[src/rtl/bus_block_master.sv]
// Bus initiator self-test: writes a seeded incrementing block, reads it back and
// compares each word, reporting done, a saturating error count and the first failing address.
//
// state   | meaning
// --------+------------------------------------------------------------
// S_IDLE  | waiting for start; bus request low
// S_WRITE | issuing write beats base+i <- seed+i, i = 0..N-1
// S_READ  | issuing read beats base+i, compare scheduled for next cycle
// S_CHECK | bus released; completing the last pending compare
// S_DONE  | one-cycle done pulse, then back to idle
module bus_block_master #(
   parameter int AW = 8,
   parameter int DW = 32
) (
   input  logic          clk,
   input  logic          reset_n,
   input  logic          start,
   input  logic [AW-1:0] base_addr,
   input  logic [AW:0]   length,
   input  logic [DW-1:0] seed,
   output logic          M_req,
   output logic          M_wr,
   output logic [AW-1:0] M_address,
   output logic [DW-1:0] M_dout,
   input  logic          M_grant,
   input  logic [DW-1:0] M_din,
   output logic          busy,
   output logic          done,
   output logic          err,
   output logic [AW:0]   err_count,
   output logic [AW-1:0] first_err_addr
);

   localparam logic [AW-1:0] A_ONE = AW'(1);
   localparam logic [DW-1:0] D_ONE = DW'(1);
   localparam logic [AW:0]   C_ONE = (AW+1)'(1);
   localparam logic [AW:0]   C_MAX = '1;

   typedef enum logic [2:0] {
      S_IDLE,
      S_WRITE,
      S_READ,
      S_CHECK,
      S_DONE
   } state_t;

   state_t        state;
   logic [AW-1:0] idx;
   logic [AW-1:0] last_idx;
   logic [AW-1:0] base_q;
   logic [DW-1:0] seed_q;
   logic [DW-1:0] pat;

   logic          pend;
   logic [DW-1:0] pend_exp;
   logic [AW-1:0] pend_addr;

   logic beat_ok;
   logic is_last;
   logic clr_stats;
   logic rd_accept;
   logic mismatch;

   assign beat_ok   = M_req && M_grant;
   assign is_last   = (idx == last_idx);
   assign clr_stats = (state == S_IDLE) && start;
   assign rd_accept = (state == S_READ) && beat_ok;
   assign mismatch  = pend && (M_din != pend_exp);

   always_ff @(posedge clk or negedge reset_n) begin
      if (!reset_n) begin
         state     <= S_IDLE;
         idx       <= '0;
         last_idx  <= '0;
         base_q    <= '0;
         seed_q    <= '0;
         pat       <= '0;
         M_req     <= 1'b0;
         M_wr      <= 1'b0;
         M_address <= '0;
         M_dout    <= '0;
         busy      <= 1'b0;
         done      <= 1'b0;
      end else begin
         done <= 1'b0;
         case (state)
            S_IDLE: begin
               if (start) begin
                  if (length != '0) begin
                     base_q    <= base_addr;
                     seed_q    <= seed;
                     // length 256 has zero low bits, so last index wraps to 8'hFF
                     last_idx  <= length[AW-1:0] - A_ONE;
                     idx       <= '0;
                     pat       <= seed;
                     M_address <= base_addr;
                     M_dout    <= seed;
                     M_wr      <= 1'b1;
                     M_req     <= 1'b1;
                     busy      <= 1'b1;
                     state     <= S_WRITE;
                  end else begin
                     state <= S_DONE;
                  end
               end
            end
            S_WRITE: begin
               if (beat_ok) begin
                  if (is_last) begin
                     idx       <= '0;
                     pat       <= seed_q;
                     M_address <= base_q;
                     M_dout    <= '0;
                     M_wr      <= 1'b0;
                     state     <= S_READ;
                  end else begin
                     idx       <= idx + A_ONE;
                     pat       <= pat + D_ONE;
                     M_address <= M_address + A_ONE;
                     M_dout    <= pat + D_ONE;
                  end
               end
            end
            S_READ: begin
               if (beat_ok) begin
                  if (is_last) begin
                     M_req <= 1'b0;
                     state <= S_CHECK;
                  end else begin
                     idx       <= idx + A_ONE;
                     pat       <= pat + D_ONE;
                     M_address <= M_address + A_ONE;
                  end
               end
            end
            S_CHECK: begin
               busy  <= 1'b0;
               done  <= 1'b1;
               state <= S_DONE;
            end
            S_DONE: begin
               // a zero-length request arrives here without the pulse raised yet
               if (done) begin
                  state <= S_IDLE;
               end else begin
                  done <= 1'b1;
               end
            end
            default: begin
               state <= S_IDLE;
               M_req <= 1'b0;
               busy  <= 1'b0;
            end
         endcase
      end
   end

   always_ff @(posedge clk or negedge reset_n) begin
      if (!reset_n) begin
         pend           <= 1'b0;
         pend_exp       <= '0;
         pend_addr      <= '0;
         err            <= 1'b0;
         err_count      <= '0;
         first_err_addr <= '0;
      end else if (clr_stats) begin
         pend           <= 1'b0;
         err            <= 1'b0;
         err_count      <= '0;
         first_err_addr <= '0;
      end else begin
         if (mismatch) begin
            err <= 1'b1;
            if (err_count != C_MAX) begin
               err_count <= err_count + C_ONE;
            end
            if (!err) begin
               first_err_addr <= pend_addr;
            end
         end
         pend <= rd_accept;
         if (rd_accept) begin
            pend_exp  <= pat;
            pend_addr <= M_address;
         end
      end
   end

endmodule

[config.mk]
export PLATFORM = sky130hd
export DESIGN_NAME = bus_block_master
export DESIGN_NICKNAME = d
export VERILOG_FILES = /design/src/rtl/bus_block_master.sv
export SDC_FILE = /design/constraint.sdc
export NUM_CORES = 1
export LEC_CHECK = 0
export ABC_CLOCK_PERIOD_IN_PS = 3180
export CAP_MARGIN = 5
export CORE_UTILIZATION = 55
export CTS_CLUSTER_DIAMETER = 200
export DETAILED_ROUTE_END_ITERATION = 10
export GPL_TIMING_DRIVEN = 1
export PLACE_DENSITY = 0.81
export SLEW_MARGIN = 0
export SYNTH_ARGS = -nofsm -noshare
export SYNTH_HDL_FRONTEND = slang
export SYNTH_SLANG_ARGS = --single-unit
[constraint.sdc]
create_clock -name clk -period 3.18 [get_ports clk]
set_clock_uncertainty 0.05 [all_clocks]
set_input_delay 0.477 -clock clk [delete_from_list [all_inputs] [get_ports clk]]
set_output_delay 0.477 -clock clk [all_outputs]
set_load 0.02 [all_outputs]
==> results.json <==
{
  "fmax_mhz": 349,
  "routed_wire_length_per_instance_um": 19.6,
  "post_synth_main_area_contributors": "dfrtp_1, nand2_1, xor2_1",
  "initial_utilization_pct": 57.1,
  "drc": 0,
  "vias_in_the_first_global_route": 8662,
  "boundaryPins": 147,
  "combined_area_of_all_synthesized_cells_sq_um": 9980,
  "track_usage_pct": 31.3,
  "arrival_time_of_data_at_the_critical_path_endpoint_ns": 3.19,
  "antenna_violating_nets_post_route": 0,
  "startpoint_type": "register",
  "numCtsBuffers": 17,
  "cts_hold_buffers": 0,
  "gates_resized_cts_repair": 0,
  "finalHoldViolations": 0,
  "detail_route.wirelength_um": 27700,
  "yosysTopAreaCell": "dfrtp_1",
  "final.fill_count": 1308,
  "port_buffers": 146,
  "drv_slew": 0,
  "clkTransAtPathRegs_ns": 0.07,
  "distinct_cell_type_count_of_the_synthesized_netlist": 60,
  "synth.top_cell.area_share_pct": 48.7,
  "post_synth_inst_count": 1052,
  "top_reg_cell_synth": "dfrtp_1",
  "status": "completed",
  "intPower_mw": 6.06,
  "post_route_cell_area_sq_um": 12200,
  "cts-root-to-sink-buffers": 2,
  "ir_drop_mv": 0.541,
  "power_density_over_cell_area_nw_per_um2": 844,
  "power.leakage_nw": 5.31,
  "final-setup-viol-count": 0,
  "cts_tree": "done",
  "chipWidth_um": 137,
  "capturing_element_type_of_the_critical_path": "register",
  "pwr-share-seq_pct": 40.2,
  "finalNetCount": 1267,
  "placeableCoreArea_sq_um": 17500,
  "yosys_warnings": 0,
  "grt_setup_unrepaired": "false",
  "htree_levels": 4,
  "p_clk_share_pct": 19.6,
  "detail_route.vias_per_cell": 6.21,
  "cts_post_setup_buffers_inserted": 0,
  "net_sw_share_pct": 41.3,
  "initialDrtViolationCount": 911,
  "post_synth.cell_area_avg_sq_um": 9.48,
  "gp_congestion": 0.892,
  "grt_start_max_net_pins": 93,
  "clock_latency_ns": 0.44,
  "maxSlewHeadroom_pct": 36.1,
  "final.min_clock_period_ns": 2.86,
  "syn-num-nets": 1144,
  "netSwitchingPower_mw": 4.27,
  "worst_slew_pin_slew_ns": 0.951,
  "route.vias.total": 8774,
  "cap_viol_max_count": 0,
  "cts_root_buffer": "clkbuf_16",
  "antenna_found_initial": 0,
  "firstDrtPassIters": 6,
  "fp.dieArea_sq_um": 18700,
  "dp_hpwl_um": 19000,
  "grt_first_pass_wirelength_um": 44400,
  "cts.sink_count": 194,
  "grt_overflow": 0,
  "synth_enable_flop_cells": 0,
  "floorplan.die.height_um": 137,
  "drive_gt1_share_pct": 10.1,
  "postPlaceCellArea_sq_um": 11700,
  "diodes": 0,
  "critical_path.max_fanout": 19,
  "area_growth_syn_to_layout_pct": 22.7,
  "pwr-share-comb_pct": 40.1,
  "setup_tns_ns": 0,
  "synth_most_common_cell": "nand2_1",
  "num_rows": 48,
  "period_share_pct": 90.0,
  "synth_seq_area_share_pct": 48.7,
  "async_flop_share_pct": 100,
  "postSynthRegisterBits": 194,
  "synth.cells.most_frequent": "nand2_1, dfrtp_1, nor2_1, o21ai_0, xor2_1",
  "critPathKind": "reg -> reg",
  "worst_ep_required_time_ns": 3.51,
  "hold_path_class": "in -> async"
}
-- cell type report --
class	count	area, sq um	share of cell area [%]
Clock buffer	22	474	3.87
Multi-Input combinational cell	779	4800	39.2
Clock inverter	10	76.3	0.624
Timing Repair Buffer	175	1720	14.1
Inverter	8	30.0	0.245
Sequential cell	194	4850	39.7
Tap cell	225	282	2.30
-- cells by family (layout without fill, tap and decap cells) --
kind of cell | after synthesis | count (layout) | synth area share, %
buffers and inverters | 79 | 215 | 3.42
AND/OR/NAND/NOR | 436 | 436 | 20.0
AO/OA/AOI/OAI | 208 | 208 | 14.6
adder cells (fa/ha/maj) | 7 | 7 | 0.878
flip-flops | 194 | 194 | 48.7
XOR/XNOR | 79 | 79 | 6.94
multiplexers | 49 | 49 | 5.46
-- flip-flops by register name, summed over array words and instances (netlist names), 3 cells and up --
name,flops
seed_q,32
M_address,8
pend_exp,32
first_err_addr,8
last_idx,8
state,3
err_count,9
pat,32
idx,8
M_dout,32
base_q,8
pend_addr,8
-- worst max-delay path, cell delays in order, from the launching register on --
cell and delay, ns:
dfrtp_1 0.53, inv_1 0.16, nor3_1 0.80, and3_1 0.67, buf_12 0.24, a22oi_1 0.09
o21ai_0 0.10, a22o_1 0.16
-- worst paths after layout --
path,from,end,slack [ns],depth (start not counted)
min in group clk,seed_q[17]$_DFFE_PN0P_,seed_q[17]$_DFFE_PN0P_,0.43,2
setup / recovery,state[0]$_DFFE_PN0P_,pat[18]$_DFFE_PN0P_,0.32,7
hold / removal,reset_n,err_count[5]$_DFFE_PN0P_,0.04,1
hold reg to reg,seed_q[17]$_DFFE_PN0P_,seed_q[17]$_DFFE_PN0P_,0.43,2
max in group asynchronous,reset_n,pat[3]$_DFFE_PN0P_,2.25,2
setup reg to reg,state[0]$_DFFE_PN0P_,pat[18]$_DFFE_PN0P_,0.32,7
-- metal layers --
layer	share of wire [%]	track usage, %	vias up
met5	0	0	-
met4	2.4	13.5	0
met3	9.9	6.07	68
met2	46	48.1	526
met1	42	43.3	4207
li1	-	-	3973
-- metrics by stage --
stage	setup WS, ns	hold WS (ns)	util, %	power, mW	cells
floorplan	0.872	0.131	-	6.56	1052
global placement	0.169	0.403	66.9	8.04	1381
detailed placement	0.128	0.409	66.9	8.20	1381
CTS	0.445	0.0810	70.0	10.2	1413
global route	0.285	0.0986	70.0	10.9	1413
finish	0.319	0.0359	70.0	10.3	1413
-- cell usage in the layout, fill, tap and decap left out, types with 4 or more instances in the layout --
| master | Yosys | routed |
|---|---|---|
| nor4_1 | 16 | 16 |
| o2bb2ai_1 | 6 | 6 |
| mux2_2 | 43 | 43 |
| mux2i_1 | 6 | 6 |
| nand2b_1 | 4 | 4 |
| nand2_1 | 202 | 202 |
| a221oi_1 | 18 | 18 |
| nand4_1 | 15 | 15 |
| xor2_1 | 56 | 56 |
| dfrtp_1 | 194 | 194 |
| a31oi_1 | 15 | 15 |
| or4_1 | 11 | 11 |
| and2_1 | 4 | 4 |
| o31ai_1 | 5 | 5 |
| nand3_1 | 43 | 43 |
| a21oi_1 | 29 | 29 |
| nor3_1 | 14 | 14 |
| o22a_1 | 10 | 10 |
| o21ai_0 | 65 | 64 |
| or3_1 | 7 | 7 |
| clkbuf_8 | 0 | 4 |
| a2bb2oi_1 | 8 | 8 |
| a222oi_1 | 8 | 8 |
| clkbuf_16 | 0 | 17 |
| inv_1 | 8 | 8 |
| nor2_1 | 85 | 82 |
| buf_4 | 2 | 26 |
| and3_1 | 14 | 14 |
| a221o_1 | 9 | 9 |
| clkdlybuf4s50_1 | 0 | 145 |
| a22oi_1 | 10 | 10 |
| nor4_2 | 4 | 4 |
| a22o_1 | 9 | 9 |
| xnor2_1 | 23 | 23 |
| ha_1 | 7 | 7 |
| nor2b_1 | 8 | 8 |
-- power groups by stage --
stage	combinational, mW	clock, mW	sequential (mW)
global route	4.51	2.16	4.23
finish	4.14	2.03	4.15
global placement	3.93	0	4.12
floorplan	2.49	0	4.07
CTS	4.10	2.05	4.10
detailed placement	4.06	0	4.13
(Power assumes the default switching activity.)
